[src/rtl/serial_rx_framed_if.sv]
// Bus bundle between the framed serial receiver and its consumer.
// master = receiver side, slave = consumer/line-driver side.
interface serial_rx_framed_if #(
   parameter int DATA_BITS = 8
);
   logic                 data_in;
   logic [DATA_BITS-1:0] data_out;
   logic                 data_valid;
   logic                 data_ready;
   logic                 character_received;
   logic                 parity_err;
   logic                 framing_err;
   logic                 overrun;
   logic                 overrun_clr;
   logic                 busy;

   modport master (
      input  data_in, data_ready, overrun_clr,
      output data_out, data_valid, character_received, parity_err,
             framing_err, overrun, busy
   );

   modport slave (
      output data_in, data_ready, overrun_clr,
      input  data_out, data_valid, character_received, parity_err,
             framing_err, overrun, busy
   );
endinterface

[src/rtl/serial_rx_framed.sv]
// Oversampling async serial receiver with parity/framing checks and a
// valid/ready holding register with sticky overrun.
//   state    | meaning
//   S_IDLE   | line idle, waiting for rx_s low
//   S_START  | half-bit wait, confirm start bit (else glitch -> idle)
//   S_DATA   | sampling payload bits at bit centres
//   S_PARITY | sampling parity bit
//   S_STOP   | sampling stop bit, frame completes on the sample
module serial_rx_framed #(
   parameter int DATA_BITS  = 8,
   parameter int CLK_DIV    = 434,
   parameter int OVERSAMPLE = 8,
   parameter int PARITY_EN  = 0,
   parameter int PARITY_ODD = 0,
   parameter int MSB_FIRST  = 0
) (
   input logic              clk,
   input logic              rst,
   serial_rx_framed_if.master bus
);
   localparam int DW = (CLK_DIV > 1) ? $clog2(CLK_DIV) : 1;
   localparam int SW = $clog2(OVERSAMPLE);
   localparam int IW = (DATA_BITS > 1) ? $clog2(DATA_BITS) : 1;
   localparam logic [DW-1:0] DIV_LAST = DW'(CLK_DIV - 1);
   localparam logic [SW-1:0] SMP_HALF = SW'(OVERSAMPLE / 2 - 1);
   localparam logic [SW-1:0] SMP_FULL = SW'(OVERSAMPLE - 1);
   localparam logic [IW-1:0] BIT_LAST = IW'(DATA_BITS - 1);
   localparam logic          ODD      = (PARITY_ODD != 0);

   typedef enum logic [2:0] {S_IDLE, S_START, S_DATA, S_PARITY, S_STOP} state_t;
   state_t r_state, w_state_nxt;

   logic                 r_sync1, r_sync2, w_rx_s;
   logic [DW-1:0]        r_div;
   logic                 w_tick;
   logic [SW-1:0]        r_smp;
   logic                 w_at_pt;
   logic [IW-1:0]        r_bit, w_idx;
   logic [DATA_BITS-1:0] r_shift;
   logic                 r_par_bad;
   logic                 w_arm, w_shift, w_par_smp, w_done, w_accept;
   logic [DATA_BITS-1:0] r_data;
   logic                 r_valid, r_char, r_perr, r_ferr, r_ovr;

   assign w_rx_s   = r_sync2;
   assign w_tick   = (r_div == DIV_LAST);
   assign w_at_pt  = w_tick && (r_smp == ((r_state == S_START) ? SMP_HALF : SMP_FULL));
   assign w_idx    = (MSB_FIRST != 0) ? (BIT_LAST - r_bit) : r_bit;
   assign w_accept = r_valid & bus.data_ready;

   always_ff @(posedge clk or negedge rst) begin
      if (!rst) begin
         r_state <= S_IDLE;
      end else begin
         r_state <= w_state_nxt;
      end
   end

   always_comb begin
      w_state_nxt = r_state;
      w_arm       = 1'b0;
      w_shift     = 1'b0;
      w_par_smp   = 1'b0;
      w_done      = 1'b0;
      case (r_state)
         S_IDLE: begin
            if (!w_rx_s) begin
               w_state_nxt = S_START;
               w_arm       = 1'b1;
            end
         end
         S_START: begin
            if (w_at_pt) w_state_nxt = w_rx_s ? S_IDLE : S_DATA;
         end
         S_DATA: begin
            if (w_at_pt) begin
               w_shift = 1'b1;
               if (r_bit == BIT_LAST) w_state_nxt = (PARITY_EN != 0) ? S_PARITY : S_STOP;
            end
         end
         S_PARITY: begin
            if (w_at_pt) begin
               w_par_smp   = 1'b1;
               w_state_nxt = S_STOP;
            end
         end
         S_STOP: begin
            if (w_at_pt) begin
               w_done      = 1'b1;
               w_state_nxt = S_IDLE;
            end
         end
         default: w_state_nxt = S_IDLE;
      endcase
   end

   // Synchroniser presets high so reset release never looks like a start bit.
   always_ff @(posedge clk or negedge rst) begin
      if (!rst) begin
         r_sync1   <= 1'b1;
         r_sync2   <= 1'b1;
         r_div     <= '0;
         r_smp     <= '0;
         r_bit     <= '0;
         r_shift   <= '0;
         r_par_bad <= 1'b0;
      end else begin
         r_sync1 <= bus.data_in;
         r_sync2 <= r_sync1;
         if (w_arm || w_tick) r_div <= '0;
         else                 r_div <= r_div + 1'b1;
         if (w_arm)                             r_smp <= '0;
         else if (w_tick && r_state != S_IDLE) r_smp <= w_at_pt ? '0 : r_smp + 1'b1;
         if (w_arm) begin
            r_bit     <= '0;
            r_par_bad <= 1'b0;
         end else if (w_shift) begin
            r_shift[w_idx] <= w_rx_s;
            r_bit          <= r_bit + IW'(1);
         end
         if (w_par_smp) r_par_bad <= ((^r_shift) ^ w_rx_s) != ODD;
      end
   end

   // A completed frame is dropped (and flagged) only if the held one is not leaving.
   always_ff @(posedge clk or negedge rst) begin
      if (!rst) begin
         r_data  <= '0;
         r_valid <= 1'b0;
         r_char  <= 1'b0;
         r_perr  <= 1'b0;
         r_ferr  <= 1'b0;
         r_ovr   <= 1'b0;
      end else begin
         r_char <= w_done;
         if (w_done && (!r_valid || w_accept)) begin
            r_data  <= r_shift;
            r_perr  <= r_par_bad;
            r_ferr  <= ~w_rx_s;
            r_valid <= 1'b1;
         end else if (w_accept) begin
            r_valid <= 1'b0;
         end
         if (bus.overrun_clr)                          r_ovr <= 1'b0;
         else if (w_done && r_valid && !bus.data_ready) r_ovr <= 1'b1;
      end
   end

   assign bus.data_out           = r_data;
   assign bus.data_valid         = r_valid;
   assign bus.character_received = r_char;
   assign bus.parity_err         = r_perr;
   assign bus.framing_err        = r_ferr;
   assign bus.overrun            = r_ovr;
   assign bus.busy               = (r_state != S_IDLE);
endmodule

[src/flat_wrapper.sv]
// flat-port wrapper written by rule: the top's interface ports become plain ports
module serial_rx_framed_flat 
#(
   parameter int DATA_BITS  = 8,
   parameter int CLK_DIV    = 434,
   parameter int OVERSAMPLE = 8,
   parameter int PARITY_EN  = 0,
   parameter int PARITY_ODD = 0,
   parameter int MSB_FIRST  = 0
)
  (clk, rst, bus_data_in, bus_data_ready, bus_overrun_clr, bus_data_out, bus_data_valid, bus_character_received, bus_parity_err, bus_framing_err, bus_overrun, bus_busy);
  serial_rx_framed_if #(.DATA_BITS(DATA_BITS)) bus_i ();
  input logic clk;
  input logic rst;
  input wire logic [$bits(bus_i.data_in)-1:0] bus_data_in;
  input wire logic [$bits(bus_i.data_ready)-1:0] bus_data_ready;
  input wire logic [$bits(bus_i.overrun_clr)-1:0] bus_overrun_clr;
  output wire logic [$bits(bus_i.data_out)-1:0] bus_data_out;
  output wire logic [$bits(bus_i.data_valid)-1:0] bus_data_valid;
  output wire logic [$bits(bus_i.character_received)-1:0] bus_character_received;
  output wire logic [$bits(bus_i.parity_err)-1:0] bus_parity_err;
  output wire logic [$bits(bus_i.framing_err)-1:0] bus_framing_err;
  output wire logic [$bits(bus_i.overrun)-1:0] bus_overrun;
  output wire logic [$bits(bus_i.busy)-1:0] bus_busy;
  assign bus_i.data_in = bus_data_in;
  assign bus_i.data_ready = bus_data_ready;
  assign bus_i.overrun_clr = bus_overrun_clr;
  assign bus_data_out = bus_i.data_out;
  assign bus_data_valid = bus_i.data_valid;
  assign bus_character_received = bus_i.character_received;
  assign bus_parity_err = bus_i.parity_err;
  assign bus_framing_err = bus_i.framing_err;
  assign bus_overrun = bus_i.overrun;
  assign bus_busy = bus_i.busy;
  serial_rx_framed #(.DATA_BITS(DATA_BITS), .CLK_DIV(CLK_DIV), .OVERSAMPLE(OVERSAMPLE), .PARITY_EN(PARITY_EN), .PARITY_ODD(PARITY_ODD), .MSB_FIRST(MSB_FIRST)) u_core (.clk(clk), .rst(rst), .bus(bus_i));
endmodule
[config.mk]
export PLATFORM = sky130hd
export DESIGN_NAME = serial_rx_framed_flat
export DESIGN_NICKNAME = d
export VERILOG_FILES = /design/src/rtl/serial_rx_framed_if.sv /design/src/rtl/serial_rx_framed.sv /design/src/flat_wrapper.sv
export SDC_FILE = /design/constraint.sdc
export NUM_CORES = 1
export LEC_CHECK = 0
export CAP_MARGIN = 20
export CORE_ASPECT_RATIO = 1.1
export CORE_UTILIZATION = 41
export CTS_CLUSTER_DIAMETER = 100
export DETAILED_ROUTE_END_ITERATION = 6
export PLACE_DENSITY = 0.56
export SLEW_MARGIN = 10
export SYNTH_ARGS = -nofsm -noshare
export SYNTH_HDL_FRONTEND = slang
export SYNTH_SLANG_ARGS = --single-unit
[constraint.sdc]
create_clock -name clk -period 2.3 [get_ports clk]
set_input_delay 0.69 -clock clk [delete_from_list [all_inputs] [get_ports clk]]
set_output_delay 0.69 -clock clk [all_outputs]
set_load 0.03 [all_outputs]
==> results of run 1 <==
[cell type report]
type,count,share of cell area [%]
Clock buffer,8,4.555
Inverter,10,1.553
Multi-Input combinational cell,118,38.35
Sequential cell,42,43.58
Tap cell,56,2.899
Timing Repair Buffer,24,9.058
[sequential cells by signal (all words and copies together), names as in the netlist, 3 cells and up]
name,count
u_core.r_shift,8
u_core.r_state,3
u_core.bus.data_out,8
u_core.r_div,9
u_core.r_smp,3
u_core.r_bit,3
[stage by stage]
stage | total power [mW] | instance area (µm²) | cells | setup slack (ns) | utilization (%)
2_1_floorplan | 0.7611 | 2049 | 177 | 0.4456 | -
3_5_place_dp | 0.7846 | 2308 | 250 | 0.1188 | 48.94
5_1_grt | 1.367 | 2417 | 258 | 0.05676 | 51.25
6_report | 1.309 | 2417 | 258 | 0.1193 | 51.25
4_1_cts | 1.338 | 2417 | 258 | 0.09890 | 51.25
3_3_place_gp | 0.7840 | 2308 | 250 | 0.1484 | 48.94
[cells in the mapped netlist (all sizes together), types with 5 or more instances]
library cell,instances,share of area [%]
dfrtp,40,49
ha,5,3.1
inv,10,1.8
mux2,18,10
nand2,7,1.3
nand3,9,2.2
nand4,5,2.3
nor2,14,2.6
nor3,5,1.2
nor4,5,1.8
o21ai,5,1.2
xnor2,11,5.1
[kinds of logic (layout without fill, tap and decap cells)]
family / Yosys count / in the layout / synth area share (%)
compound gates: 15 / 15 / 4.517
xor+xnor: 16 / 16 / 7.875
fa+ha+maj: 5 / 5 / 3.053
buf+inv: 17 / 42 / 3.358
flops: 42 / 42 / 51.40
mux: 21 / 21 / 11.54
simple gates: 61 / 61 / 18.25
[how the worst max path moves through the flow]
stage / from / endpoint / slack, ns / cells past startpoint
floorplan: u_core.r_smp[0] / u_core.r_shift[3] / 0.45 / 6
global placement: bus_data_ready / u_core.bus.data_out[0] / 0.15 / 5
detailed placement: bus_data_ready / u_core.bus.data_out[0] / 0.12 / 5
CTS: u_core.r_state[2] / bus_busy / 0.1 / 2
global route: u_core.r_state[2] / bus_busy / 0.06 / 2
finish: u_core.r_state[2] / bus_busy / 0.12 / 2
[critical path, stage by stage (launching register included)]
cell                            delay (ns)
sky130_fd_sc_hd__dfrtp_1              0.38
sky130_fd_sc_hd__or3_1                0.44
sky130_fd_sc_hd__dlygate4sd2_1        0.38
[per-layer routing]
metal | wire [µm] | share of wire [%] | vias to the layer above
li1 | - | - | 673
met4 | 43 | 1.2 | 0
met5 | 0 | 0 | -
met1 | 1615 | 46 | 679
met3 | 162 | 4.6 | 4
met2 | 1677 | 48 | 25
[power breakdown]
group          leakage (nW)  internal [mW]  switching, mW
clock                0.0575          0.303          0.237
combinational         0.496        0.00801         0.0154
sequential            0.560          0.741        0.00394
total                  1.11           1.05          0.256
[placed cells by master, fill, tap and decap left out, drive strengths merged]
cell / Yosys / final
or2: 1 / 1
o2bb2ai: 1 / 1
and2: 2 / 2
nor4: 5 / 5
a22o: 1 / 1
nor3: 5 / 5
mux2: 18 / 18
nand2b: 1 / 1
clkbuf: 3 / 8
clkdlybuf4s50: 0 / 16
dfstp: 2 / 2
dfrtp: 40 / 40
inv: 10 / 10
nand4: 5 / 5
nor3b: 2 / 2
or3b: 1 / 1
xor2: 4 / 4
nor2: 14 / 14
mux2i: 3 / 3
nor2b: 2 / 2
a21oi: 3 / 3
and3: 1 / 1
o31ai: 2 / 2
or3: 2 / 2
and4b: 1 / 1
and4bb: 2 / 2
a21o: 1 / 1
nand3: 9 / 9
a31oi: 2 / 2
nor4b: 1 / 1
xnor3: 1 / 1
ha: 5 / 5
o21ai: 5 / 5
dlygate4sd2: 0 / 1
buf: 4 / 7
nand2: 7 / 7
xnor2: 11 / 11
==> impl_metrics.prom, run 1 <==
# TYPE chip_impl_metric gauge
chip_impl_metric{name="crit_path_max_fanout",unit=""} 4
chip_impl_metric{name="yosysSeqAreaShare",unit="%"} 51.40
chip_impl_metric{name="power-per-cell-area",unit="nW/µm²"} 541.4
chip_impl_info{name="run_status",value="finished, final reports clean"} 1
chip_impl_metric{name="worst_slew_pin_slew",unit="ns"} 0.5264
chip_impl_metric{name="num_vias",unit=""} 1381
chip_impl_metric{name="clock_skew",unit="ns"} 0.01202
chip_impl_metric{name="multi_input_comb_area",unit="µm²"} 927.1
chip_impl_metric{name="remaining_drc_errors",unit=""} 0
chip_impl_metric{name="finish.net_count",unit=""} 211
chip_impl_metric{name="detail_route.wirelength",unit="µm"} 3499
chip_impl_metric{name="grt_pass1_vias",unit=""} 1328
chip_impl_info{name="timing.hold.worst_endpoint",value="u_core.r_sync2"} 1
chip_impl_metric{name="design.core.area",unit="µm²"} 4717
chip_impl_metric{name="post_cts_resize_count",unit=""} 1
chip_impl_metric{name="layout_min_cycle_time",unit="ns"} 2.181
chip_impl_metric{name="synth-async-reset-ratio",unit="%"} 100.0
chip_impl_metric{name="worst_path_arrival_time",unit="ns"} 1.49
chip_impl_info{name="gr-max-usage-layer",value="met2"} 1
chip_impl_info{name="setup_repair_after_global_routing_missed_its_margin",value="false"} 1
chip_impl_metric{name="rows",unit=""} 26
chip_impl_metric{name="cts-root-to-sink-buffers",unit=""} 2
chip_impl_info{name="rr_startpoint",value="u_core.r_div[1]"} 1
chip_impl_metric{name="final_slew_violations",unit=""} 0
chip_impl_metric{name="clkSlewWorstSetupHoldPaths",unit="ns"} 0.08
chip_impl_metric{name="yosysUniqueCellTypes",unit=""} 43
chip_impl_info{name="category_of_the_most_critical_setup_path",value="reg -> out"} 1
chip_impl_metric{name="cp_data_required_time",unit="ns"} 1.61
chip_impl_metric{name="wl_per_cell",unit="µm"} 13.56
chip_impl_info{name="root_buffer",value="sky130_fd_sc_hd__clkbuf_8"} 1
chip_impl_metric{name="htreeDepth",unit=""} 2
chip_impl_metric{name="regArea",unit="µm²"} 1054
chip_impl_metric{name="grt-ovfl-total",unit=""} 0
chip_impl_metric{name="netlist_area",unit="µm²"} 2049
chip_impl_metric{name="setup_viol",unit=""} 0
chip_impl_info{name="synth-main-ff-cell",value="sky130_fd_sc_hd__dfrtp_1"} 1
chip_impl_metric{name="count_of_flip_flops_with_a_built_in_enable_after_synthesis",unit=""} 0
chip_impl_metric{name="syn_inst",unit=""} 177
chip_impl_metric{name="post_cts_buffers",unit=""} 0
chip_impl_metric{name="grt.total_usage",unit="%"} 14.24
chip_impl_metric{name="timing.slew.headroom",unit="%"} 64.91
chip_impl_metric{name="design.die.area",unit="µm²"} 5286
chip_impl_metric{name="fmax",unit="GHz"} 0.4586
chip_impl_metric{name="synthesis.yosys.warnings",unit=""} 0
chip_impl_metric{name="fill_cells",unit=""} 406
chip_impl_info{name="worstReg2RegEnd",value="u_core.bus.data_out[0]"} 1
chip_impl_metric{name="ir_worst_vdd",unit="V"} 0.0002753
chip_impl_metric{name="drt_first_pass_iters",unit=""} 4
chip_impl_metric{name="cap_violations",unit=""} 0
chip_impl_metric{name="cellLeakagePower",unit="nW"} 1.113
chip_impl_metric{name="synthesis_stage_register_bit_count",unit=""} 42
chip_impl_metric{name="syn2layout_area_growth",unit="%"} 17.95
chip_impl_metric{name="synthesis.area_per_instance",unit="µm²"} 11.58
chip_impl_metric{name="min_path_cells",unit=""} 0
chip_impl_metric{name="chipWidth",unit="µm"} 69.41
chip_impl_metric{name="number_of_antenna_violations_at_the_first_check_in_global_routing",unit=""} 0
chip_impl_metric{name="dp.final_hpwl",unit="µm"} 2481
chip_impl_metric{name="ctsHoldBuffers",unit=""} 0
chip_impl_metric{name="die_y",unit="µm"} 76.15
chip_impl_metric{name="clkSinkCount",unit=""} 42
chip_impl_metric{name="grt.met2_usage",unit="%"} 22.33
chip_impl_metric{name="met3_usage",unit="%"} 3.175
chip_impl_metric{name="holdWs",unit="ns"} 0.3569
chip_impl_metric{name="r2r_cells",unit=""} 6
chip_impl_metric{name="tritoncts.num_buffers",unit=""} 5
chip_impl_info{name="worstSetupStartpointType",value="flop"} 1
chip_impl_metric{name="detailedRoute.firstIterationViolations",unit=""} 100
chip_impl_metric{name="global_route.usage.met1",unit="%"} 18.93
chip_impl_metric{name="period_share",unit="%"} 94.81
chip_impl_metric{name="fraction_of_final_layout_cells_with_drive_strength_greater_than_1",unit="%"} 20.30
chip_impl_metric{name="portBuffers",unit=""} 18
chip_impl_metric{name="final_hold_viol_count",unit=""} 0
chip_impl_metric{name="routabilityCongestion",unit=""} 0.7998
chip_impl_metric{name="grt_start_max_net_pins",unit=""} 43
chip_impl_info{name="tritoncts",value="built"} 1
chip_impl_metric{name="final.setup.tns",unit="ns"} 0
chip_impl_info{name="min_from",value="u_core.r_sync1"} 1
chip_impl_metric{name="grt_first_pass_wirelength",unit="µm"} 6044
chip_impl_metric{name="num_io_pins",unit=""} 19
chip_impl_metric{name="syn-num-nets",unit=""} 187
chip_impl_info{name="worst_hold_path_type",value="reg -> reg"} 1
chip_impl_info{name="endpoint_kind",value="output pin"} 1
chip_impl_metric{name="route.antenna.remaining_nets",unit=""} 0
chip_impl_metric{name="via_per_instance_ratio",unit=""} 5.353
chip_impl_metric{name="antenna_cells_inserted",unit=""} 0
chip_impl_metric{name="insertion_delay",unit="ns"} 0.29
chip_impl_metric{name="r2r_setup_slack",unit="ns"} 0.32
chip_impl_metric{name="initial_utilization",unit="%"} 43.45
Note: power is estimated with default switching activity, not from simulation.
==> run 2: changes to the inputs <==
--- a/config.mk
+++ b/config.mk
@@ -13,2 +13,3 @@
 export PLACE_DENSITY = 0.56
+export SKIP_LAST_GASP = 1
 export SLEW_MARGIN = 10
--- a/constraint.sdc
+++ b/constraint.sdc
@@ -3,2 +3,2 @@
 set_output_delay 0.69 -clock clk [all_outputs]
-set_load 0.03 [all_outputs]
+set_load 0.1 [all_outputs]
==> impl_metrics.prom, run 2 (synthesis results as in run 1) <==
# TYPE chip_impl_metric gauge
chip_impl_info{name="run_status",value="finished, final reports clean"} 1
chip_impl_info{name="commonest_cells_after_routing_fill_and_taps_aside",value="40 x sky130_fd_sc_hd__dfrtp_1, 16 x sky130_fd_sc_hd__buf_4, 14 x sky130_fd_sc_hd__nor2_1, 14 x sky130_fd_sc_hd__mux2_2"} 1
chip_impl_metric{name="period_share",unit="%"} 93.75
chip_impl_metric{name="insertion_delay",unit="ns"} 0.29
chip_impl_metric{name="htreeDepth",unit=""} 2
chip_impl_info{name="rr_startpoint",value="u_core.r_div[1]"} 1
chip_impl_metric{name="via_per_instance_ratio",unit=""} 5.196
chip_impl_metric{name="clock_skew",unit="ns"} 0.007129
chip_impl_metric{name="grt_start_max_net_pins",unit=""} 43
chip_impl_metric{name="num_io_pins",unit=""} 19
chip_impl_metric{name="worst_path_arrival_time",unit="ns"} 1.47
chip_impl_metric{name="largest_reg_flops",unit=""} 9
chip_impl_metric{name="r2r_setup_slack",unit="ns"} 0.33
chip_impl_info{name="endpoint_kind",value="output pin"} 1
chip_impl_metric{name="post_cts_buffers",unit=""} 0
chip_impl_metric{name="ir_worst_vdd",unit="V"} 0.0003416
chip_impl_info{name="timing.hold.worst_endpoint",value="u_core.r_sync2"} 1
chip_impl_info{name="min_from",value="u_core.r_sync1"} 1
chip_impl_metric{name="dp.final_hpwl",unit="µm"} 2540
chip_impl_metric{name="r2r_cells",unit=""} 6
chip_impl_metric{name="cts-root-to-sink-buffers",unit=""} 2
chip_impl_metric{name="chipWidth",unit="µm"} 69.41
chip_impl_info{name="worstReg2RegEnd",value="u_core.bus.data_out[7]"} 1
chip_impl_metric{name="share_of_the_core_filled_with_cells_in_the_final_layout",unit="%"} 50.32
chip_impl_info{name="worst_hold_path_type",value="reg -> reg"} 1
chip_impl_info{name="root_buffer",value="sky130_fd_sc_hd__clkbuf_8"} 1
chip_impl_metric{name="detail_route.wirelength",unit="µm"} 3605
chip_impl_metric{name="post_cts_resize_count",unit=""} 0
chip_impl_metric{name="design.core.area",unit="µm²"} 4717
chip_impl_metric{name="detailedPlace.worstSlack",unit="ns"} 0.1201
chip_impl_metric{name="min_path_cells",unit=""} 0
chip_impl_metric{name="setup_viol",unit=""} 0
chip_impl_metric{name="cellLeakagePower",unit="nW"} 1.125
chip_impl_metric{name="final_hold_viol_count",unit=""} 0
chip_impl_info{name="setup_repair_after_global_routing_missed_its_margin",value="false"} 1
chip_impl_metric{name="grt-ovfl-total",unit=""} 0
chip_impl_metric{name="final.setup.tns",unit="ns"} 0
chip_impl_metric{name="grt_first_pass_wirelength",unit="µm"} 6354
chip_impl_metric{name="initial_utilization",unit="%"} 43.45
chip_impl_info{name="category_of_the_most_critical_setup_path",value="reg -> out"} 1
chip_impl_metric{name="placed_cell_area",unit="µm²"} 2263
chip_impl_metric{name="number_of_antenna_violations_at_the_first_check_in_global_routing",unit=""} 0
chip_impl_metric{name="postLayoutCellArea",unit="µm²"} 2374
chip_impl_metric{name="crit_path_max_fanout",unit=""} 7
chip_impl_info{name="largest_register",value="u_core.r_div"} 1
chip_impl_metric{name="route.antenna.remaining_nets",unit=""} 0
chip_impl_metric{name="fraction_of_final_layout_cells_with_drive_strength_greater_than_1",unit="%"} 25.63
chip_impl_metric{name="routabilityCongestion",unit=""} 0.7489
chip_impl_info{name="crit_start",value="u_core.r_state[2]"} 1
chip_impl_metric{name="die_y",unit="µm"} 76.15
chip_impl_metric{name="clkSinkCount",unit=""} 42
chip_impl_metric{name="finish.net_count",unit=""} 208
chip_impl_metric{name="timing.slew.headroom",unit="%"} 65.10
chip_impl_metric{name="worst_slew_pin_slew",unit="ns"} 0.5236
chip_impl_metric{name="portBuffers",unit=""} 18
chip_impl_metric{name="rows",unit=""} 26
chip_impl_metric{name="num_vias",unit=""} 1325
chip_impl_metric{name="remaining_drc_errors",unit=""} 0
chip_impl_metric{name="detailedRoute.firstIterationViolations",unit=""} 79
chip_impl_metric{name="drt_first_pass_iters",unit=""} 4
chip_impl_metric{name="ctsHoldBuffers",unit=""} 0
chip_impl_metric{name="layout_min_cycle_time",unit="ns"} 2.156
chip_impl_metric{name="antenna_cells_inserted",unit=""} 0
chip_impl_metric{name="grt_pass1_vias",unit=""} 1361
chip_impl_info{name="tritoncts",value="built"} 1
chip_impl_metric{name="wl_per_cell",unit="µm"} 14.14
chip_impl_metric{name="design.die.area",unit="µm²"} 5286
chip_impl_metric{name="syn2layout_area_growth",unit="%"} 15.81
chip_impl_metric{name="clkSlewWorstSetupHoldPaths",unit="ns"} 0.08
chip_impl_metric{name="power-per-cell-area",unit="nW/µm²"} 566.7
chip_impl_metric{name="fmax",unit="GHz"} 0.4638
chip_impl_info{name="most_frequent_standard_cell_in_the_layout_excluding_fill_and_tap_cells",value="sky130_fd_sc_hd__dfrtp_1"} 1
chip_impl_metric{name="tritoncts.num_buffers",unit=""} 5
chip_impl_metric{name="cap_violations",unit=""} 0
chip_impl_metric{name="final_slew_violations",unit=""} 0
chip_impl_metric{name="cp_data_required_time",unit="ns"} 1.61
chip_impl_metric{name="grt.total_usage",unit="%"} 15.33
chip_impl_metric{name="postLayoutSetupSlackWorst",unit="ns"} 0.1438
chip_impl_info{name="worstSetupStartpointType",value="flop"} 1
==> run 2: changes by cell type in the layout (fill, tap and decap cells not counted) <==
cell | before | now
sky130_fd_sc_hd__bufinv_16 | 0 | 1
sky130_fd_sc_hd__clkdlybuf4s50_1 | 16 | 3
sky130_fd_sc_hd__clkbuf_8 | 8 | 5
sky130_fd_sc_hd__dlygate4sd2_1 | 1 | 0
sky130_fd_sc_hd__clkbuf_1 | 0 | 1
sky130_fd_sc_hd__clkinvlp_4 | 0 | 1
sky130_fd_sc_hd__buf_4 | 6 | 16
sky130_fd_sc_hd__buf_12 | 0 | 1
==> run 2: critical path: stages (launching register included) <==
cell,delay (ns)
sky130_fd_sc_hd__dfrtp_1,0.45
sky130_fd_sc_hd__or3_1,0.50
sky130_fd_sc_hd__buf_12,0.21
==> run 2: how the worst max path moves through the flow <==
stage                                  end
finish                            bus_busy
global route                      bus_busy
CTS                               bus_busy
detailed placement  u_core.bus.data_out[7]
global placement    u_core.bus.data_out[0]
floorplan                  u_core.r_smp[0]
==> run 2: routing by layer <==
metal	GRT usage [%]	part of all wire [%]
met1	19.12	46
met2	24.47	48
met3	4.497	3.8
met4	6.939	1.9
met5	0	0
==> run 2: layout make-up <==
cell class / count / area (µm²)
fillers: 417 / 2344
clock inverters: 2 / 37.54
well taps: 56 / 70.07
inverters: 10 / 37.54
clock buffers: 6 / 72.57
flip-flops and latches: 42 / 1054
repair buffers: 21 / 175.2
multi-input cells: 118 / 927.1
==> run 2: through the flow <==
| step | hold slack (ns) | cells | power, mW |
|---|---|---|---|
| floorplan | 0.3452 | 177 | 0.7611 |
| global placement | 0.3477 | 247 | 0.7843 |
| detailed placement | 0.3511 | 247 | 0.7846 |
| CTS | 0.3628 | 255 | 1.364 |
| global route | 0.3710 | 255 | 1.401 |
| finish | 0.3593 | 255 | 1.345 |
==> run 2: power by group <==
group	switching [mW]	total [mW]	internal (mW)
combinational	0.0152	0.0232	0.00801
sequential	0.00387	0.745	0.741
clock	0.253	0.577	0.324
==> run 3: changes to the inputs <==
--- a/constraint.sdc
+++ b/constraint.sdc
@@ -3,2 +3,2 @@
 set_output_delay 0.69 -clock clk [all_outputs]
-set_load 0.1 [all_outputs]
+set_load 0.01 [all_outputs]
==> impl_metrics.prom, run 3 (synthesis results as in run 1) <==
# TYPE chip_impl_metric gauge
chip_impl_metric{name="grt_pass1_vias",unit=""} 1345
chip_impl_metric{name="r2r_cells",unit=""} 7
chip_impl_info{name="commonest_cells_after_routing_fill_and_taps_aside",value="40 x sky130_fd_sc_hd__dfrtp_1, 16 x sky130_fd_sc_hd__clkdlybuf4s50_1, 14 x sky130_fd_sc_hd__nor2_1, 14 x sky130_fd_sc_hd__mux2_2"} 1
chip_impl_metric{name="grt-ovfl-total",unit=""} 0
chip_impl_metric{name="route.met2.wl",unit="µm"} 1708
chip_impl_metric{name="final_hold_viol_count",unit=""} 0
chip_impl_metric{name="cellLeakagePower",unit="nW"} 1.103
chip_impl_metric{name="syn2layout_area_growth",unit="%"} 17.28
chip_impl_metric{name="antenna_cells_inserted",unit=""} 0
chip_impl_info{name="run_status",value="finished, final reports clean"} 1
chip_impl_metric{name="clock_skew",unit="ns"} 0.007590
chip_impl_info{name="root_buffer",value="sky130_fd_sc_hd__clkbuf_8"} 1
chip_impl_metric{name="grt_first_pass_wirelength",unit="µm"} 6341
chip_impl_metric{name="tritoncts.num_buffers",unit=""} 5
chip_impl_metric{name="routed_length_on_met1",unit="µm"} 1782
chip_impl_metric{name="ir_worst_vdd",unit="V"} 0.0003837
chip_impl_metric{name="layout_min_cycle_time",unit="ns"} 2.192
chip_impl_metric{name="finish.net_count",unit=""} 210
chip_impl_info{name="tritoncts",value="built"} 1
chip_impl_metric{name="routabilityCongestion",unit=""} 0.7557
chip_impl_metric{name="final.setup.tns",unit="ns"} 0
chip_impl_metric{name="setup_viol",unit=""} 0
chip_impl_metric{name="clkSlewWorstSetupHoldPaths",unit="ns"} 0.07
chip_impl_metric{name="rows",unit=""} 26
chip_impl_metric{name="number_of_antenna_violations_at_the_first_check_in_global_routing",unit=""} 0
chip_impl_metric{name="clkSinkCount",unit=""} 42
chip_impl_metric{name="dp.final_hpwl",unit="µm"} 2542
chip_impl_metric{name="design.core.area",unit="µm²"} 4717
chip_impl_metric{name="min_path_cells",unit=""} 0
chip_impl_metric{name="chipWidth",unit="µm"} 69.41
chip_impl_metric{name="detailedPlace.worstSlack",unit="ns"} 0.1126
chip_impl_metric{name="largest_reg_flops",unit=""} 9
chip_impl_metric{name="via_per_instance_ratio",unit=""} 5.230
chip_impl_metric{name="die_y",unit="µm"} 76.15
chip_impl_metric{name="route.antenna.remaining_nets",unit=""} 0
chip_impl_metric{name="holdWs",unit="ns"} 0.3578
chip_impl_metric{name="num_vias",unit=""} 1344
chip_impl_metric{name="htreeDepth",unit=""} 2
chip_impl_metric{name="portBuffers",unit=""} 18
chip_impl_info{name="worst_hold_path_type",value="reg -> reg"} 1
chip_impl_metric{name="route.met3.wl",unit="µm"} 129
chip_impl_metric{name="num_io_pins",unit=""} 19
chip_impl_info{name="worstSetupStartpointType",value="flop"} 1
chip_impl_metric{name="insertion_delay",unit="ns"} 0.29
chip_impl_metric{name="detailedRoute.firstIterationViolations",unit=""} 61
chip_impl_metric{name="detail_route.wirelength",unit="µm"} 3681
chip_impl_info{name="top_layer",value="met4"} 1
chip_impl_metric{name="fraction_of_final_layout_cells_with_drive_strength_greater_than_1",unit="%"} 19.40
chip_impl_info{name="category_of_the_most_critical_setup_path",value="reg -> out"} 1
chip_impl_metric{name="ctsHoldBuffers",unit=""} 0
chip_impl_metric{name="wl_per_cell",unit="µm"} 14.32
chip_impl_metric{name="period_share",unit="%"} 95.30
chip_impl_metric{name="final_slew_violations",unit=""} 0
chip_impl_info{name="largest_register",value="u_core.r_div"} 1
chip_impl_metric{name="grt_start_max_net_pins",unit=""} 43
chip_impl_info{name="most_frequent_standard_cell_in_the_layout_excluding_fill_and_tap_cells",value="sky130_fd_sc_hd__dfrtp_1"} 1
chip_impl_metric{name="cp_data_required_time",unit="ns"} 1.61
chip_impl_metric{name="initial_utilization",unit="%"} 43.45
chip_impl_metric{name="worst_slew_pin_slew",unit="ns"} 0.4217
chip_impl_metric{name="remaining_drc_errors",unit=""} 0
chip_impl_metric{name="postLayoutSetupSlackWorst",unit="ns"} 0.1082
chip_impl_metric{name="worst_path_arrival_time",unit="ns"} 1.50
chip_impl_metric{name="cap_violations",unit=""} 0
chip_impl_info{name="endpoint_kind",value="output pin"} 1
chip_impl_metric{name="cts-root-to-sink-buffers",unit=""} 2
chip_impl_metric{name="timing.slew.headroom",unit="%"} 71.89
chip_impl_metric{name="drt_first_pass_iters",unit=""} 4
chip_impl_info{name="setup_repair_after_global_routing_missed_its_margin",value="false"} 1
chip_impl_metric{name="grt.total_usage",unit="%"} 15.32
chip_impl_metric{name="design.die.area",unit="µm²"} 5286
chip_impl_metric{name="crit_path_max_fanout",unit=""} 7
chip_impl_metric{name="power-per-cell-area",unit="nW/µm²"} 522.7
chip_impl_metric{name="fmax",unit="GHz"} 0.4562
## run 3: what timing repair did
action,in CTS,in global routing
resized for setup,1,0
endpoints found under the setup margin,1,0
setup buffers,0,0
## run 3: critical path: stages (launching register included)
cell	delay [ns]
sky130_fd_sc_hd__dfrtp_1	0.45
sky130_fd_sc_hd__or3_1	0.46
sky130_fd_sc_hd__dlygate4sd2_1	0.31
## run 3: layout make-up
class,instances,area [µm²]
fillers,425,2313
well taps,56,70.07
inverters,10,37.54
flip-flops and latches,42,1054
clock inverters,1,5.005
clock buffers,7,86.33
repair buffers,23,224.0
multi-input cells,118,927.1
## run 3: through the flow
| stage | power, mW | instances | instance area (µm²) | utilization, % |
|---|---|---|---|---|
| 2_1_floorplan | 0.7611 | 177 | 2049 | - |
| 3_3_place_gp | 0.7870 | 249 | 2313 | 49.05 |
| 3_5_place_dp | 0.7883 | 249 | 2313 | 49.05 |
| 4_1_cts | 1.276 | 257 | 2404 | 50.95 |
| 5_1_grt | 1.315 | 257 | 2404 | 50.95 |
| 6_report | 1.256 | 257 | 2404 | 50.95 |
## run 3: power by group
group          total [mW]  leakage (nW)  internal [mW]  switching (mW)
logic              0.0266         0.495         0.0105          0.0161
registers           0.746         0.560          0.741         0.00457
clock network       0.484        0.0482          0.242           0.242
## run 3: worst paths after layout
| check | startpoint | endpoint | slack [ns] |
|---|---|---|---|
| hold reg to reg | u_core.r_sync1 | u_core.r_sync2 | 0.36 |
| setup reg to reg | u_core.r_div[1] | u_core.r_shift[1] | 0.25 |
| hold / removal | u_core.r_sync1 | u_core.r_sync2 | 0.36 |
| min in group asynchronous | rst | u_core.bus.overrun | 0.37 |
| setup / recovery | u_core.r_state[2] | bus_busy | 0.11 |
| max in group asynchronous | rst | u_core.r_sync2 | 1.67 |
## run 3: layer usage
layer / GRT usage, % / vias up
met1: 19.95 / 653
met5: 0 / -
met4: 6.939 / 0
met2: 23.59 / 22
li1: - / 664
met3: 4.365 / 5
